--- config.mk ---
export PLATFORM = sky130hd
export DESIGN_NAME = bcd_counter_nd_flat
export DESIGN_NICKNAME = d
export VERILOG_FILES = /design/src/rtl/bcd_pkg.sv /design/src/rtl/bcd_counter_nd_if.sv /design/src/rtl/bcd_digit.sv /design/src/rtl/bcd_counter_nd.sv /design/src/flat_wrapper.sv
export SDC_FILE = /design/constraint.sdc
export NUM_CORES = 1
export LEC_CHECK = 0
export ABC_AREA = 1
export CAP_MARGIN = 0
export CORE_MARGIN = 2
export CORE_UTILIZATION = 43
export CTS_BUF_LIST = sky130_fd_sc_hd__clkbuf_16
export DETAILED_ROUTE_END_ITERATION = 8
export GPL_ROUTABILITY_DRIVEN = 0
export PLACE_DENSITY_LB_ADDON = 0.2
export SLEW_MARGIN = 15
export SYNTH_ARGS = -nofsm -noshare
export SYNTH_HDL_FRONTEND = slang
export SYNTH_SLANG_ARGS = --single-unit
--- constraint.sdc ---
create_clock -name clk -period 3.89 [get_ports clk]
set_input_delay 0.778 -clock clk [delete_from_list [all_inputs] [get_ports clk]]
set_output_delay 0.778 -clock clk [all_outputs]
set_load 0.03 [all_outputs]
--- src/rtl/bcd_pkg.sv ---
// Shared BCD definitions for the Runner timer/score counters.
package bcd_pkg;

  localparam int BCD_W = 4;

  typedef logic [BCD_W-1:0] digit_t;

  // Non-decimal nibbles (A-F) are forced to 9 so the count stays valid BCD.
  function automatic digit_t bcd_clamp(input digit_t d);
    return (d > digit_t'(9)) ? digit_t'(9) : d;
  endfunction

endpackage

--- src/rtl/bcd_counter_nd_if.sv ---
// Control/status bundle between the game FSM and the BCD counter.
interface bcd_counter_nd_if
  import bcd_pkg::*;
#(
  parameter int DIGITS = 4
);

  localparam int W = BCD_W * DIGITS;

  logic         tick_in;
  logic         en;
  logic         pause;
  logic         up;
  logic         load;
  logic [W-1:0] load_val;
  logic [W-1:0] limit;
  logic [W-1:0] cnt;
  logic         tc;
  logic         done;

  modport master (
    output tick_in, en, pause, up, load, load_val, limit,
    input  cnt, tc, done
  );

  modport slave (
    input  tick_in, en, pause, up, load, load_val, limit,
    output cnt, tc, done
  );

endinterface

--- src/rtl/bcd_digit.sv ---
// One decade of the counter: ripple carry on increment, ripple borrow on decrement.
module bcd_digit
  import bcd_pkg::*;
(
  input  logic   clk,
  input  logic   reset,
  input  logic   load,
  input  digit_t d,
  input  logic   inc,
  input  logic   dec,
  input  logic   carry_in,
  input  logic   borrow_in,
  output digit_t q,
  output digit_t nxt,
  output logic   carry_out,
  output logic   borrow_out
);

  assign carry_out  = inc & carry_in  & (q == digit_t'(9));
  assign borrow_out = dec & borrow_in & (q == digit_t'(0));

  always_comb begin
    nxt = q;
    if (inc && carry_in) begin
      nxt = (q == digit_t'(9)) ? digit_t'(0) : q + digit_t'(1);
    end else if (dec && borrow_in) begin
      nxt = (q == digit_t'(0)) ? digit_t'(9) : q - digit_t'(1);
    end
  end

  always_ff @(posedge clk) begin
    if (reset) begin
      q <= '0;
    end else if (load) begin
      q <= d;
    end else begin
      q <= nxt;
    end
  end

endmodule

--- src/rtl/bcd_counter_nd.sv ---
// N-digit BCD up/down counter with tick edge detect, programmable limit,
// wrap or saturate at the ends, and a one-cycle done pulse.
module bcd_counter_nd
  import bcd_pkg::*;
#(
  parameter int DIGITS = 4,
  parameter bit WRAP   = 1'b1
)(
  input  logic             clk,
  input  logic             reset,
  bcd_counter_nd_if.slave  bus
);

  localparam int W = BCD_W * DIGITS;

  logic         tick_q;
  logic         done_q;
  logic         step;
  logic         at_top;
  logic         is_zero;
  logic         do_inc;
  logic         do_dec;
  logic         wrap_ld;
  logic         ld_any;
  logic [W-1:0] clamped;
  logic [W-1:0] ld_data;
  logic [W-1:0] cnt_q;
  logic [W-1:0] cnt_nxt;
  logic [DIGITS:0] carry;
  logic [DIGITS:0] borrow;
  logic         unused_chain;

  assign step    = bus.tick_in & ~tick_q & bus.en & ~bus.pause;
  assign at_top  = (cnt_q >= bus.limit);
  assign is_zero = (cnt_q == '0);

  // Load swallows any coincident tick, so stepping is gated by ~load.
  assign do_inc  = step & ~bus.load &  bus.up & ~at_top;
  assign do_dec  = step & ~bus.load & ~bus.up & ~is_zero;
  assign wrap_ld = WRAP & step & ~bus.load & (bus.up ? at_top : is_zero);
  assign ld_any  = bus.load | wrap_ld;
  assign ld_data = bus.load ? clamped : (bus.up ? '0 : bus.limit);

  assign carry[0]     = 1'b1;
  assign borrow[0]    = 1'b1;
  assign unused_chain = carry[DIGITS] ^ borrow[DIGITS];

  for (genvar i = 0; i < DIGITS; i++) begin : g_digit
    assign clamped[i*BCD_W +: BCD_W] = bcd_clamp(bus.load_val[i*BCD_W +: BCD_W]);

    bcd_digit u_digit (
      .clk        (clk),
      .reset      (reset),
      .load       (ld_any),
      .d          (ld_data[i*BCD_W +: BCD_W]),
      .inc        (do_inc),
      .dec        (do_dec),
      .carry_in   (carry[i]),
      .borrow_in  (borrow[i]),
      .q          (cnt_q[i*BCD_W +: BCD_W]),
      .nxt        (cnt_nxt[i*BCD_W +: BCD_W]),
      .carry_out  (carry[i+1]),
      .borrow_out (borrow[i+1])
    );
  end

  always_ff @(posedge clk) begin
    if (reset) begin
      tick_q <= 1'b0;
      done_q <= 1'b0;
    end else begin
      tick_q <= bus.tick_in;
      done_q <= (do_inc && (cnt_nxt == bus.limit)) || (do_dec && (cnt_nxt == '0));
    end
  end

  assign bus.cnt  = cnt_q;
  assign bus.done = done_q;
  assign bus.tc   = (bus.up & at_top) | (~bus.up & is_zero);

endmodule

--- src/flat_wrapper.sv ---
// flat-port wrapper written by rule: the top's interface ports become plain ports
module bcd_counter_nd_flat import bcd_pkg::*;
#(
  parameter int DIGITS = 4,
  parameter bit WRAP   = 1'b1
)
  (clk, reset, bus_tick_in, bus_en, bus_pause, bus_up, bus_load, bus_load_val, bus_limit, bus_cnt, bus_tc, bus_done);
  bcd_counter_nd_if #(.DIGITS(DIGITS)) bus_i ();
  input  logic clk;
  input  logic reset;
  input wire logic [$bits(bus_i.tick_in)-1:0] bus_tick_in;
  input wire logic [$bits(bus_i.en)-1:0] bus_en;
  input wire logic [$bits(bus_i.pause)-1:0] bus_pause;
  input wire logic [$bits(bus_i.up)-1:0] bus_up;
  input wire logic [$bits(bus_i.load)-1:0] bus_load;
  input wire logic [$bits(bus_i.load_val)-1:0] bus_load_val;
  input wire logic [$bits(bus_i.limit)-1:0] bus_limit;
  output wire logic [$bits(bus_i.cnt)-1:0] bus_cnt;
  output wire logic [$bits(bus_i.tc)-1:0] bus_tc;
  output wire logic [$bits(bus_i.done)-1:0] bus_done;
  assign bus_i.tick_in = bus_tick_in;
  assign bus_i.en = bus_en;
  assign bus_i.pause = bus_pause;
  assign bus_i.up = bus_up;
  assign bus_i.load = bus_load;
  assign bus_i.load_val = bus_load_val;
  assign bus_i.limit = bus_limit;
  assign bus_cnt = bus_i.cnt;
  assign bus_tc = bus_i.tc;
  assign bus_done = bus_i.done;
  bcd_counter_nd #(.DIGITS(DIGITS), .WRAP(WRAP)) u_core (.clk(clk), .reset(reset), .bus(bus_i));
endmodule
# == Yosys cells after proc, flatten, opt, wreduce, memory -nomap -nowiden ==
# Cells that the tools add are included.
# totals
regBits,18
input_bits,39
out_inout_bits,18
word_cells,95
# classes
n_addsub,8
magnitude_cmp,5
n_eq_ne,5
mux,27
n_bitwise,29
n_reduce_logical,15
# ops
operator,count
$mux 4,24
$logic_not 16->1,2
$mux 16,2
$and 1x1->1,21
$add 4x1->4 const B,4
$eq 16x16->1,1
$eq 4x4->1 const B,4
$ge 16x16->1,1
$gt 4x4->1 const B,4
$logic_not 4->1,4
$sub 4x1->4 const B,4
$logic_and 1x1->1,8
$not 1->1,6
$or 1x1->1,2
$logic_or 1x1->1,1
$mux 1,1

# == Logic depth before layout (Yosys ltp) ==
# Gate-level depths: netlist (run 1).
# logic_depth
depth_word,18
mapped_depth,22
mapped_depth_nobuf,22

# == By module ==
# Synthesis (run 1) repeated with hierarchy kept, for this count alone.
# hier_totals
cells_unflattened,477
hier_area_um2,2663.8
# modules_own_cells
module,instances,cells_each,area_each_um2,seq_area_each_um2
bcd_digit,4,64,380.4,80.1
bcd_counter_nd,1,221,1142.3,40.0

# == Worst setup path after synthesis (run 1) ==
# OpenSTA, ideal clock, no wires.
# synth_timing
path_type,input to register
startpoint,input port bus_limit[3]
endpoint,register u_core.g_digit[3].u_digit.q[2]
setup_time_ns,0.116
arrival_ns,2.733
required_ns,3.774
slack_ns,1.041
cell_stages,18
n_path_buf,1
path_cell_list,inv_1 ha_1 nand2_1 nor2_1 nor2_1 nand2_1 nand2_1 nand2_1 nand2_2 nand2_1 nand2_1 o21ai_1 nand4_1 nand2_1 inv_2 buf_2 o211ai_1 inv_1
# synth_between
elab_chain_len,11
elab_cells_between_ends,14
cone_classes,1 x order compare; 3 x mux; 9 x bitwise; 1 x reduce/logical
# synth_rtl
item,line,source
start: declaration,flat_wrapper.sv:17,input wire logic [$bits(bus_i.limit)-1:0] bus_limit;
$ge 16x16->1 *,bcd_counter_nd.sv:34,assign at_top = (cnt_q >= bus.limit);
$not 1->1,bcd_counter_nd.sv:38,assign do_inc = step & ~bus.load & bus.up & ~at_top;
$and 1x1->1,bcd_counter_nd.sv:38,
$and 1x1->1 (5 in a row),bcd_digit.sv:19,assign carry_out = inc & carry_in & (q == digit_t'(9));
$logic_and 1x1->1,bcd_digit.sv:24,if (inc && carry_in) begin
$mux 4,bcd_digit.sv:24,
$mux 4 *,bcd_digit.sv:34,end else if (load) begin
end signal: assignment,bcd_digit.sv:37,q <= nxt;
end: declaration,bcd_digit.sv:13,"output digit_t q,"
# Every way passes the cells marked *; elsewhere a longest branch is shown, timed or not.
# A chain may end at the register's enable or synchronous reset.

# == Worst setup path after layout (run 1) ==
# layout_timing
startpoint,input port bus_limit[3]
endpoint,output port bus_tc
# layout_between
elab_chain_len,3
# layout_rtl
item,line,source
$ge 16x16->1,bcd_counter_nd.sv:34,
$and 1x1->1,bcd_counter_nd.sv:79,assign bus.tc = (bus.up & at_top) | (~bus.up & is_zero);
$or 1x1->1,bcd_counter_nd.sv:79,
end: declaration,flat_wrapper.sv:19,output wire logic [$bits(bus_i.tc)-1:0] bus_tc;
# No other way between the ends.

==> tab_implementation.tex, run 1 <==
\begin{tabular}{lr}
\hline
Metric & Value \\
\hline
\multicolumn{2}{l}{\textbf{Run status}} \\
\quad Outcome & completed \\
\multicolumn{2}{l}{\textbf{Route}} \\
\quad Final routed wirelength across all metal layers & 8326 um \\
\quad Post-DRT Antenna Nets & 0 \\
\quad Via count & 3177 \\
\quad Number of vias per cell & 5.313 \\
\quad Post-detailed-route wirelength per cell & 13.92 um \\
\quad TritonRoute pass-1 iters & 5 \\
\quad Post-route DRC & 0 \\
\quad Number of design-rule violations left by the first detailed-router iteration & 282 \\
\multicolumn{2}{l}{\textbf{Floorplanning}} \\
\quad Row count & 28 \\
\quad Core area & 5921 um\^{}2 \\
\quad Area of the die & 6788 um\^{}2 \\
\quad Floorplan die width & 82.39 um \\
\quad Starting density of the core & 44.63\% \\
\quad I/O pin count & 57 \\
\quad Die Height & 82.39 um \\
\multicolumn{2}{l}{\textbf{Critical path}} \\
\quad Nature of the critical path endpoint & output pin \\
\quad Kind of start point of the critical path & input pin \\
\quad Critical path data arrival time & 2700 ps \\
\quad Family with the most delay on the worst path & buffers and inverters \\
\quad Worst Setup SP & bus\_limit[3] \\
\quad Setup Crit Path Kind & input pin to output pin \\
\quad CP dominant cell by count & sky130\_fd\_sc\_hd\_\_nand2\_1 \\
\quad Crit path max-delay cell type & sky130\_fd\_sc\_hd\_\_clkdlybuf4s50\_1 \\
\quad Reg-to-reg critical path endpoint & u\_core.bus.done\$\_SDFF\_PP0\_ \\
\quad Cells along the critical path & clkdlybuf4s50\_1 -> inv\_1 -> ha\_1 -> nand2\_1 -> nor2\_1 -> nor2\_1 -> nand2\_1 -> nand2\_1 -> nand2\_1 -> nand2\_2 -> nand2\_1 -> nand2\_1 -> o21ai\_1 -> buf\_4 \\
\quad Crit path buf inv count & 3 \\
\quad Source of the worst register-to-register timing path & u\_core.g\_digit[0].u\_digit.q[0]\$\_SDFF\_PP0\_ \\
\quad Worst reg2reg path depth & 19 \\
\quad Setup slack, reg-to-reg & 1090 ps \\
\quad Stage delay of the slowest cell on the critical path & 530 ps \\
\quad Depth of the critical timing path with buffers and inverters included & 14 \\
\quad Worst Setup EP & bus\_tc \\
\quad Critical path data required time & 3110 ps \\
\quad Largest fanout on the critical path & 6 \\
\multicolumn{2}{l}{\textbf{Synth}} \\
\quad Area leader, netlist & sky130\_fd\_sc\_hd\_\_nand2\_1 \\
\quad Post-synthesis share of cell area spent on xor and xnor gates & 1.326\% \\
\quad Count of yosys warnings during synthesis & 0 \\
\quad Top cells by area in the synthesized netlist & sky130\_fd\_sc\_hd\_\_nand2\_1 (22\%), sky130\_fd\_sc\_hd\_\_dfxtp\_1 (14\%), sky130\_fd\_sc\_hd\_\_inv\_1 (10\%) \\
\quad Area of the mapped netlist & 2643 um\^{}2 \\
\quad Fraction of the mapped netlist area in compound gates & 16.43\% \\
\quad Largest family of logic cells by synthesized area & simple AND/OR/NAND/NOR gates \\
\quad Net count after synthesis & 521 \\
\quad Average instance area after synthesis & 5.671 um\^{}2 \\
\quad Number of register bits inferred by synthesis & 18 \\
\quad Simple-gate portion of the synthesized area & 49.29\% \\
\quad Adder-Cell Fraction of Synth Area & 7.576\% \\
\quad Top-area cell type share of the netlist area & 21.73\% \\
\quad Synth cell types & 39 \\
\quad Register area share after synthesis & 13.64\% \\
\quad Fraction of synthesized area in multiplexers & 0\% \\
\quad Mapped Cells & 466 \\
\multicolumn{2}{l}{\textbf{Clock tree}} \\
\quad Post-CTS resize count & 0 \\
\quad Number of buffers created by CTS & 3 \\
\quad CTS max path bufs & 2 \\
\quad Clock H-tree levels & 1 \\
\quad Sink Count & 18 \\
\quad Number of buffers inserted to repair setup after CTS & 0 \\
\quad Root Buffer & sky130\_fd\_sc\_hd\_\_clkbuf\_16 \\
\quad Source-to-sink clock delay at the later pin of the worst-skew pair & 250 ps \\
\quad Clock-pin transition on the worst setup and hold timing paths & 60 ps \\
\quad Hold-fix buffers at CTS & 0 \\
\quad Clock tree from TritonCTS & done \\
\multicolumn{2}{l}{\textbf{Global routing}} \\
\quad Total track usage & 25.62\% \\
\quad Gr ovfl total & 0 \\
\quad Largest net degree at the start of global routing & 28 \\
\quad Via count of the first global-routing pass & 2874 \\
\quad Initial antenna violation count & 0 \\
\quad Wire length of the first global-routing pass & 13430 um \\
\multicolumn{2}{l}{\textbf{Placed design}} \\
\quad DP HPWL & 6750 um \\
\quad Port buffer count & 56 \\
\quad Cell area after placement & 3292 um\^{}2 \\
\multicolumn{2}{l}{\textbf{STA}} \\
\quad Count of final max-slew check failures & 0 \\
\quad Final critical-path required period & 3480 ps \\
\quad Total count of hold-check failures in the final report & 0 \\
\quad Clock skew & 5.102 ps \\
\quad Share of the clock period used by the worst path & 89.46\% \\
\quad Top achievable clock speed & 287.4 MHz \\
\quad Worst slew pin tran & 485.1 ps \\
\quad Normalized max-slew margin & 67.54\% \\
\quad Total negative slack for setup checks & 0 ps \\
\quad Number of setup violations in the final report & 0 \\
\quad Unrepaired setup endpoints after global routing & no \\
\multicolumn{2}{l}{\textbf{Layout}} \\
\quad Nets & 579 \\
\quad Proportion of layout cells with a drive suffix above 1 & 7.648\% \\
\quad Post-route cell area & 3371 um\^{}2 \\
\quad Commonest cells after routing, fill and taps aside & sky130\_fd\_sc\_hd\_\_nand2\_1 (153), sky130\_fd\_sc\_hd\_\_inv\_1 (71), sky130\_fd\_sc\_hd\_\_clkdlybuf4s50\_1 (55) \\
\quad Most frequent standard cell in the layout excluding fill and tap cells & sky130\_fd\_sc\_hd\_\_nand2\_1 \\
\quad Antenna Cells & 0 \\
\quad Fillers & 605 \\
\quad Layout-stage area growth over the synthesis result & 27.56\% \\
\multicolumn{2}{l}{\textbf{Worst hold path}} \\
\quad Worst hold path type & register to register \\
\quad Worst Min Path Start & u\_core.g\_digit[3].u\_digit.q[3]\$\_SDFF\_PP0\_ \\
\quad Hold path cells & 4 \\
\multicolumn{2}{l}{\textbf{Pwr}} \\
\quad Static Leak & 1.718 nW \\
\quad Worst IR drop on VDD & 0.0001919 V \\
\quad Power density of the placed cells & 230.2 nW/um\^{}2 \\
\multicolumn{2}{l}{\textbf{Run}} \\
\quad Count of maximum capacitance violations & 0 \\
\hline
\end{tabular}
[where the power goes]
part / internal (mW) / total [mW] / leakage, nW / switching [mW]
Clock: 0.137 / 0.212 / 0.0385 / 0.0754
Combinational: 0.137 / 0.342 / 1.53 / 0.205
Sequential: 0.197 / 0.221 / 0.149 / 0.0245
Total: 0.471 / 0.776 / 1.72 / 0.305
[tightest hold or removal path: cells and delay by family, from the launching register on]
| kind | cells | cell delay, ps |
|---|---|---|
| DFF | 1 | 340 |
| AOI/OAI and AO/OA | 1 | 60 |
| and+or+nand+nor | 3 | 230 |
[metal layers]
| metal | GRT usage [%] | routed length [um] | part of all wire [%] |
|---|---|---|---|
| met1 | 34.72 | 3781 | 45 |
| met2 | 43.47 | 3872 | 47 |
| met3 | 2.717 | 496 | 6.0 |
| met4 | 6.000 | 176 | 2.1 |
| met5 | 0 | 0 | 0 |
[worst min-delay path by stage]
| stage | slack [ps] | endpoint |
|---|---|---|
| floorplan | 740 | u_core.g_digit[0].u_digit.q[3]$_SDFF_PP0_ |
| global placement | 660 | u_core.g_digit[3].u_digit.q[3]$_SDFF_PP0_ |
| detailed placement | 660 | u_core.g_digit[3].u_digit.q[3]$_SDFF_PP0_ |
| CTS | 670 | u_core.g_digit[3].u_digit.q[3]$_SDFF_PP0_ |
| global route | 720 | u_core.g_digit[3].u_digit.q[3]$_SDFF_PP0_ |
| finish | 680 | u_core.g_digit[3].u_digit.q[3]$_SDFF_PP0_ |
[cell usage after synthesis]
library cell	count
sky130_fd_sc_hd__a21boi_1	1
sky130_fd_sc_hd__a21oi_1	27
sky130_fd_sc_hd__a21oi_2	1
sky130_fd_sc_hd__a221oi_1	1
sky130_fd_sc_hd__a31oi_1	4
sky130_fd_sc_hd__a32oi_1	1
sky130_fd_sc_hd__and3_1	1
sky130_fd_sc_hd__buf_2	2
sky130_fd_sc_hd__clkbuf_1	4
sky130_fd_sc_hd__dfxtp_1	18
sky130_fd_sc_hd__ha_1	16
sky130_fd_sc_hd__inv_1	71
sky130_fd_sc_hd__inv_2	5
sky130_fd_sc_hd__nand2_1	153
sky130_fd_sc_hd__nand2_2	5
sky130_fd_sc_hd__nand2_4	1
sky130_fd_sc_hd__nand3_1	39
sky130_fd_sc_hd__nand3_2	1
sky130_fd_sc_hd__nand3_4	3
sky130_fd_sc_hd__nand3b_1	1
sky130_fd_sc_hd__nand4_1	7
sky130_fd_sc_hd__nand4_4	2
sky130_fd_sc_hd__nor2_1	36
sky130_fd_sc_hd__nor2_2	5
sky130_fd_sc_hd__nor2_4	5
sky130_fd_sc_hd__nor2_8	2
sky130_fd_sc_hd__nor3_1	7
sky130_fd_sc_hd__nor3_4	1
sky130_fd_sc_hd__nor3b_1	1
sky130_fd_sc_hd__o211ai_1	6
sky130_fd_sc_hd__o21a_1	1
sky130_fd_sc_hd__o21ai_0	16
sky130_fd_sc_hd__o21ai_1	6
sky130_fd_sc_hd__o21ai_2	1
sky130_fd_sc_hd__o22ai_1	7
sky130_fd_sc_hd__o31ai_1	1
sky130_fd_sc_hd__o32ai_1	2
sky130_fd_sc_hd__or2_2	1
sky130_fd_sc_hd__xor2_1	4
[state kept, by name (all words and copies together), names as in the netlist]
| register | cells |
|---|---|
| u_core.g_digit.u_digit.q | 16 |
| u_core.bus.done | 1 |
| u_core.tick_q | 1 |
[final cells by class]
cell class,instances,area [um^2],area share (%)
Multi-Input combinational cell,366,1972,58.50
Timing Repair Buffer,59,580.6,17.22
Sequential cell,18,360.3,10.69
Inverter,76,285.3,8.463
Tap cell,75,93.84,2.784
Clock buffer,3,75.07,2.227
Clock inverter,1,3.754,0.1114
[cell families after synthesis]
kind of cell    after synthesis
compound gates               75
xor+xnor                      4
fa+ha+maj                    16
buf+inv                      82
flops                        18
simple gates                271
[per-stage QoR]
stage	total power, mW	worst slack, ps	hold slack [ps]	std cells	util (%)
after floorplan	0.4387	1041	743.4	466	-
after global placement	0.5604	311.3	657.9	594	55.60
after detailed placement	0.5632	271.7	663.6	594	55.60
after CTS	0.7764	389.8	673.6	598	56.93
after global routing	0.8296	236.6	724.4	598	56.93
final	0.7759	410.1	682.0	598	56.93
No activity file was read; power rests on OpenSTA's default activity.
==> run 2: changes to the inputs <==
--- a/config.mk
+++ b/config.mk
@@ -7,9 +7,9 @@
 export LEC_CHECK = 0
 export ABC_AREA = 1
 export CAP_MARGIN = 0
-export CORE_MARGIN = 2
 export CORE_UTILIZATION = 43
 export CTS_BUF_LIST = sky130_fd_sc_hd__clkbuf_16
+export CTS_CLUSTER_SIZE = 20
 export DETAILED_ROUTE_END_ITERATION = 8
 export GPL_ROUTABILITY_DRIVEN = 0
 export PLACE_DENSITY_LB_ADDON = 0.2
==> constraint.sdc (replaced) <==
create_clock -name clk -period 3.89 [get_ports clk]
set_input_delay 0.5835 -clock clk [delete_from_list [all_inputs] [get_ports clk]]
set_output_delay 0.5835 -clock clk [all_outputs]
set_load 0.03 [all_outputs]
==> run 2 against run 1 <==
Power up 0.69%. Utilization about the same. Clock skew down 0.73 ps. Wire length down 2.2%. Flip-flop and latch count unchanged. Combinational power about the same. Clock-buffer cell count unchanged. Sequential power about the same. Hold slack worse by 13 ps. Sequential share of layout area about the same. Critical path type unchanged. Largest power group unchanged.
==> tab_implementation.tex, run 2 (synthesized netlist as in run 1, its figures left out) <==
\begin{tabular}{lr}
\hline
Metric & Value \\
\hline
\multicolumn{2}{l}{\textbf{Critical path}} \\
\quad Family with the most delay on the worst path & buffers and inverters \\
\quad Setup slack, reg-to-reg & 1110 ps (+20 ps) \\
\quad Reg-to-reg critical path endpoint & u\_core.bus.done\$\_SDFF\_PP0\_ \\
\quad Cells along the critical path & clkdlybuf4s50\_1 -> inv\_1 -> ha\_1 -> nand2\_1 -> nor2\_1 -> nor2\_1 -> nand2\_1 -> nand2\_1 -> nand2\_1 -> nand2\_2 -> nand2\_1 -> nand2\_1 -> o21ai\_1 -> clkdlybuf4s50\_1 \\
\quad Crit path max-delay cell type & sky130\_fd\_sc\_hd\_\_clkdlybuf4s50\_1 \\
\quad Crit path buf inv count & 3 (unchanged) \\
\quad Largest fanout on the critical path & 6 (unchanged) \\
\quad Nature of the critical path endpoint & output pin \\
\quad Worst reg2reg path depth & 19 (unchanged) \\
\quad Kind of start point of the critical path & input pin \\
\quad Critical path data arrival time & 2910 ps (+210 ps) \\
\quad Setup Crit Path Kind & input pin to output pin \\
\quad Stage delay of the slowest cell on the critical path & 690 ps (+160 ps) \\
\quad Source of the worst register-to-register timing path & u\_core.g\_digit[0].u\_digit.q[0]\$\_SDFF\_PP0\_ \\
\quad Critical path data required time & 3310 ps (+200 ps) \\
\quad CP dominant cell by count & sky130\_fd\_sc\_hd\_\_nand2\_1 \\
\multicolumn{2}{l}{\textbf{Layout}} \\
\quad Biggest register & u\_core.g\_digit.u\_digit.q \\
\quad Fraction of the core area covered by cells at the end of the flow & 56.97\% (about the same) \\
\quad Post-Layout Cell Count & 598 (unchanged) \\
\quad Commonest cells after routing, fill and taps aside & sky130\_fd\_sc\_hd\_\_nand2\_1 (153), sky130\_fd\_sc\_hd\_\_inv\_1 (71), sky130\_fd\_sc\_hd\_\_clkdlybuf4s50\_1 (56) \\
\quad Proportion of layout cells with a drive suffix above 1 & 7.457\% (-0.19 points) \\
\quad Post-route cell area & 3373 um\^{}2 (about the same) \\
\quad Most frequent standard cell in the layout excluding fill and tap cells & sky130\_fd\_sc\_hd\_\_nand2\_1 \\
\quad Antenna Cells & 0 (unchanged) \\
\quad Flip-flop count of the largest register after layout & 16 (unchanged) \\
\quad Nets & 579 (unchanged) \\
\quad Layout-stage area growth over the synthesis result & 27.65\% (about the same) \\
\multicolumn{2}{l}{\textbf{STA}} \\
\quad Total count of hold-check failures in the final report & 0 (unchanged) \\
\quad Number of setup violations in the final report & 0 (unchanged) \\
\quad Top achievable clock speed & 286.5 MHz (-0.30\%) \\
\quad Clock skew & 4.369 ps (-0.7337 ps) \\
\quad Count of final max-slew check failures & 0 (unchanged) \\
\quad Final critical-path required period & 3490 ps (+10.43 ps) \\
\quad Normalized max-slew margin & 65.79\% (-1.7 points) \\
\quad Total negative slack for setup checks & 0 ps (unchanged) \\
\quad Share of the clock period used by the worst path & 89.73\% (+0.27 points) \\
\quad Unrepaired setup endpoints after global routing & no \\
\quad Worst slew pin tran & 511.3 ps (+26.13 ps) \\
\multicolumn{2}{l}{\textbf{Clock tree}} \\
\quad Sink Count & 18 (unchanged) \\
\quad Clock tree from TritonCTS & done \\
\quad Post-CTS resize count & 0 (unchanged) \\
\quad Clock-pin transition on the worst setup and hold timing paths & 60 ps (about the same) \\
\quad Source-to-sink clock delay at the later pin of the worst-skew pair & 260 ps (about the same) \\
\quad Clock H-tree levels & 1 (unchanged) \\
\quad Number of buffers inserted to repair setup after CTS & 0 (unchanged) \\
\quad Hold-fix buffers at CTS & 0 (unchanged) \\
\quad Root Buffer & sky130\_fd\_sc\_hd\_\_clkbuf\_16 \\
\quad Number of buffers created by CTS & 3 (unchanged) \\
\quad CTS max path bufs & 2 (unchanged) \\
\multicolumn{2}{l}{\textbf{Worst hold path}} \\
\quad Hold path cells & 4 (unchanged) \\
\quad Worst Min Path Start & u\_core.g\_digit[3].u\_digit.q[3]\$\_SDFF\_PP0\_ \\
\quad End point of the most critical hold path & u\_core.g\_digit[3].u\_digit.q[3]\$\_SDFF\_PP0\_ \\
\quad Worst hold path type & register to register \\
\multicolumn{2}{l}{\textbf{Global routing}} \\
\quad Wire length of the first global-routing pass & 13330 um (-0.72\%) \\
\quad Via count of the first global-routing pass & 2877 (+0.10\%) \\
\quad Largest net degree at the start of global routing & 28 (unchanged) \\
\quad Total track usage & 26.67\% (+1.0 points) \\
\quad Initial antenna violation count & 0 (unchanged) \\
\quad Gr ovfl total & 0 (unchanged) \\
\multicolumn{2}{l}{\textbf{Route}} \\
\quad Post-DRT Antenna Nets & 0 (unchanged) \\
\quad Number of vias per cell & 5.396 (+1.6\%) \\
\quad TritonRoute pass-1 iters & 5 (unchanged) \\
\quad Post-route DRC & 0 (unchanged) \\
\quad Number of design-rule violations left by the first detailed-router iteration & 183 (-35\%) \\
\quad Post-detailed-route wirelength per cell & 13.62 um (-2.2\%) \\
\quad Via count & 3227 (+1.6\%) \\
\quad Final routed wirelength across all metal layers & 8145 um (-2.2\%) \\
\multicolumn{2}{l}{\textbf{Pwr}} \\
\quad Worst IR drop on VDD & 0.0001561 V (-19\%) \\
\quad Power density of the placed cells & 231.6 nW/um\^{}2 (+0.62\%) \\
\quad Static Leak & 1.716 nW (-0.11\%) \\
\multicolumn{2}{l}{\textbf{Placed design}} \\
\quad Cell area after placement & 3294 um\^{}2 (about the same) \\
\quad DP HPWL & 6572 um (-2.6\%) \\
\quad Port buffer count & 56 (unchanged) \\
\quad Placed cells & 594 (unchanged) \\
\multicolumn{2}{l}{\textbf{Floorplanning}} \\
\quad Row count & 28 (unchanged) \\
\quad Starting density of the core & 44.63\% (unchanged) \\
\quad Floorplan die width & 80.39 um (-2.4\%) \\
\quad Area of the die & 6463 um\^{}2 (-4.8\%) \\
\quad Core area & 5921 um\^{}2 (unchanged) \\
\quad I/O pin count & 57 (unchanged) \\
\quad Die Height & 80.39 um (-2.4\%) \\
\multicolumn{2}{l}{\textbf{Run status}} \\
\quad Outcome & completed \\
\multicolumn{2}{l}{\textbf{Run}} \\
\quad Count of maximum capacitance violations & 0 (unchanged) \\
\hline
\end{tabular}
run 2: area by class of cell:
| type | count | area (um^2) |
|---|---|---|
| inverters | 76 | 285.3 |
| clock inverters | 1 | 3.754 |
| fillers | 615 | 2547 |
| flip-flops and latches | 18 | 360.3 |
| repair buffers | 59 | 583.1 |
| multi-input cells | 366 | 1972 |
| well taps | 75 | 93.84 |
| clock buffers | 3 | 75.07 |
run 2: report_power, final:
group	internal (mW)	switching, mW
logic	0.137	0.204
registers	0.197	0.0240
clock network	0.137	0.0815
total	0.472	0.310
run 2: layer usage:
layer,GRT usage [%],up-vias,share of wire (%)
li1,-,1640,-
met1,35.85,1428,45
met2,43.98,139,45
met3,2.500,20,7.1
met4,9.286,0,2.4
met5,0,-,0
run 2: worst reg2reg max path: stages, from the launching register on:
cell and delay [ps]:
sky130_fd_sc_hd__dfxtp_1 450, sky130_fd_sc_hd__inv_2 130, sky130_fd_sc_hd__ha_1 310, sky130_fd_sc_hd__nand2_1 70, sky130_fd_sc_hd__nor2_1 40, sky130_fd_sc_hd__nor2_1 80
sky130_fd_sc_hd__nand2_1 70, sky130_fd_sc_hd__nand2_1 60, sky130_fd_sc_hd__nand2_1 60, sky130_fd_sc_hd__nand2_2 150, sky130_fd_sc_hd__nand3_4 160, sky130_fd_sc_hd__nor2_4 240
sky130_fd_sc_hd__nand3_1 140, sky130_fd_sc_hd__nand3_1 130, sky130_fd_sc_hd__nand2_1 60, sky130_fd_sc_hd__nor2_1 140, sky130_fd_sc_hd__nand2_1 80, sky130_fd_sc_hd__nor2_1 130
sky130_fd_sc_hd__nand3_1 100, sky130_fd_sc_hd__a21oi_2 130
run 2: worst max path at each step:
stage	startpoint	to	slack (ps)	cells past startpoint
after floorplan	u_core.g_digit[0].u_digit.q[0]$_SDFF_PP0_	u_core.g_digit[3].u_digit.q[2]$_SDFF_PP0_	1170	18
after global placement	bus_limit[3]	bus_tc	420	14
after detailed placement	bus_limit[3]	bus_tc	380	14
after CTS	bus_limit[3]	bus_tc	380	14
after global routing	bus_limit[3]	bus_tc	160	14
final	bus_limit[3]	bus_tc	400	14
run 2: per-stage QoR:
step | total power [mW] | worst slack (ps) | hold WS (ps)
2_1_floorplan | 0.4387 | 1174 | 718.0
3_3_place_gp | 0.5572 | 423.8 | 657.5
3_5_place_dp | 0.5616 | 377.9 | 658.2
4_1_cts | 0.7798 | 378.5 | 669.5
5_1_grt | 0.8297 | 161.3 | 705.3
6_report | 0.7812 | 399.7 | 669.1
==> run 3: changes to the inputs <==
--- a/config.mk
+++ b/config.mk
@@ -6,6 +6,7 @@
 export NUM_CORES = 1
 export LEC_CHECK = 0
 export ABC_AREA = 1
+export ABC_CLOCK_PERIOD_IN_PS = 3890
 export CAP_MARGIN = 0
 export CORE_UTILIZATION = 43
 export CTS_BUF_LIST = sky130_fd_sc_hd__clkbuf_16
==> results of run 3 <==
Final layout, timing and power as in run 2 (identical DEF).
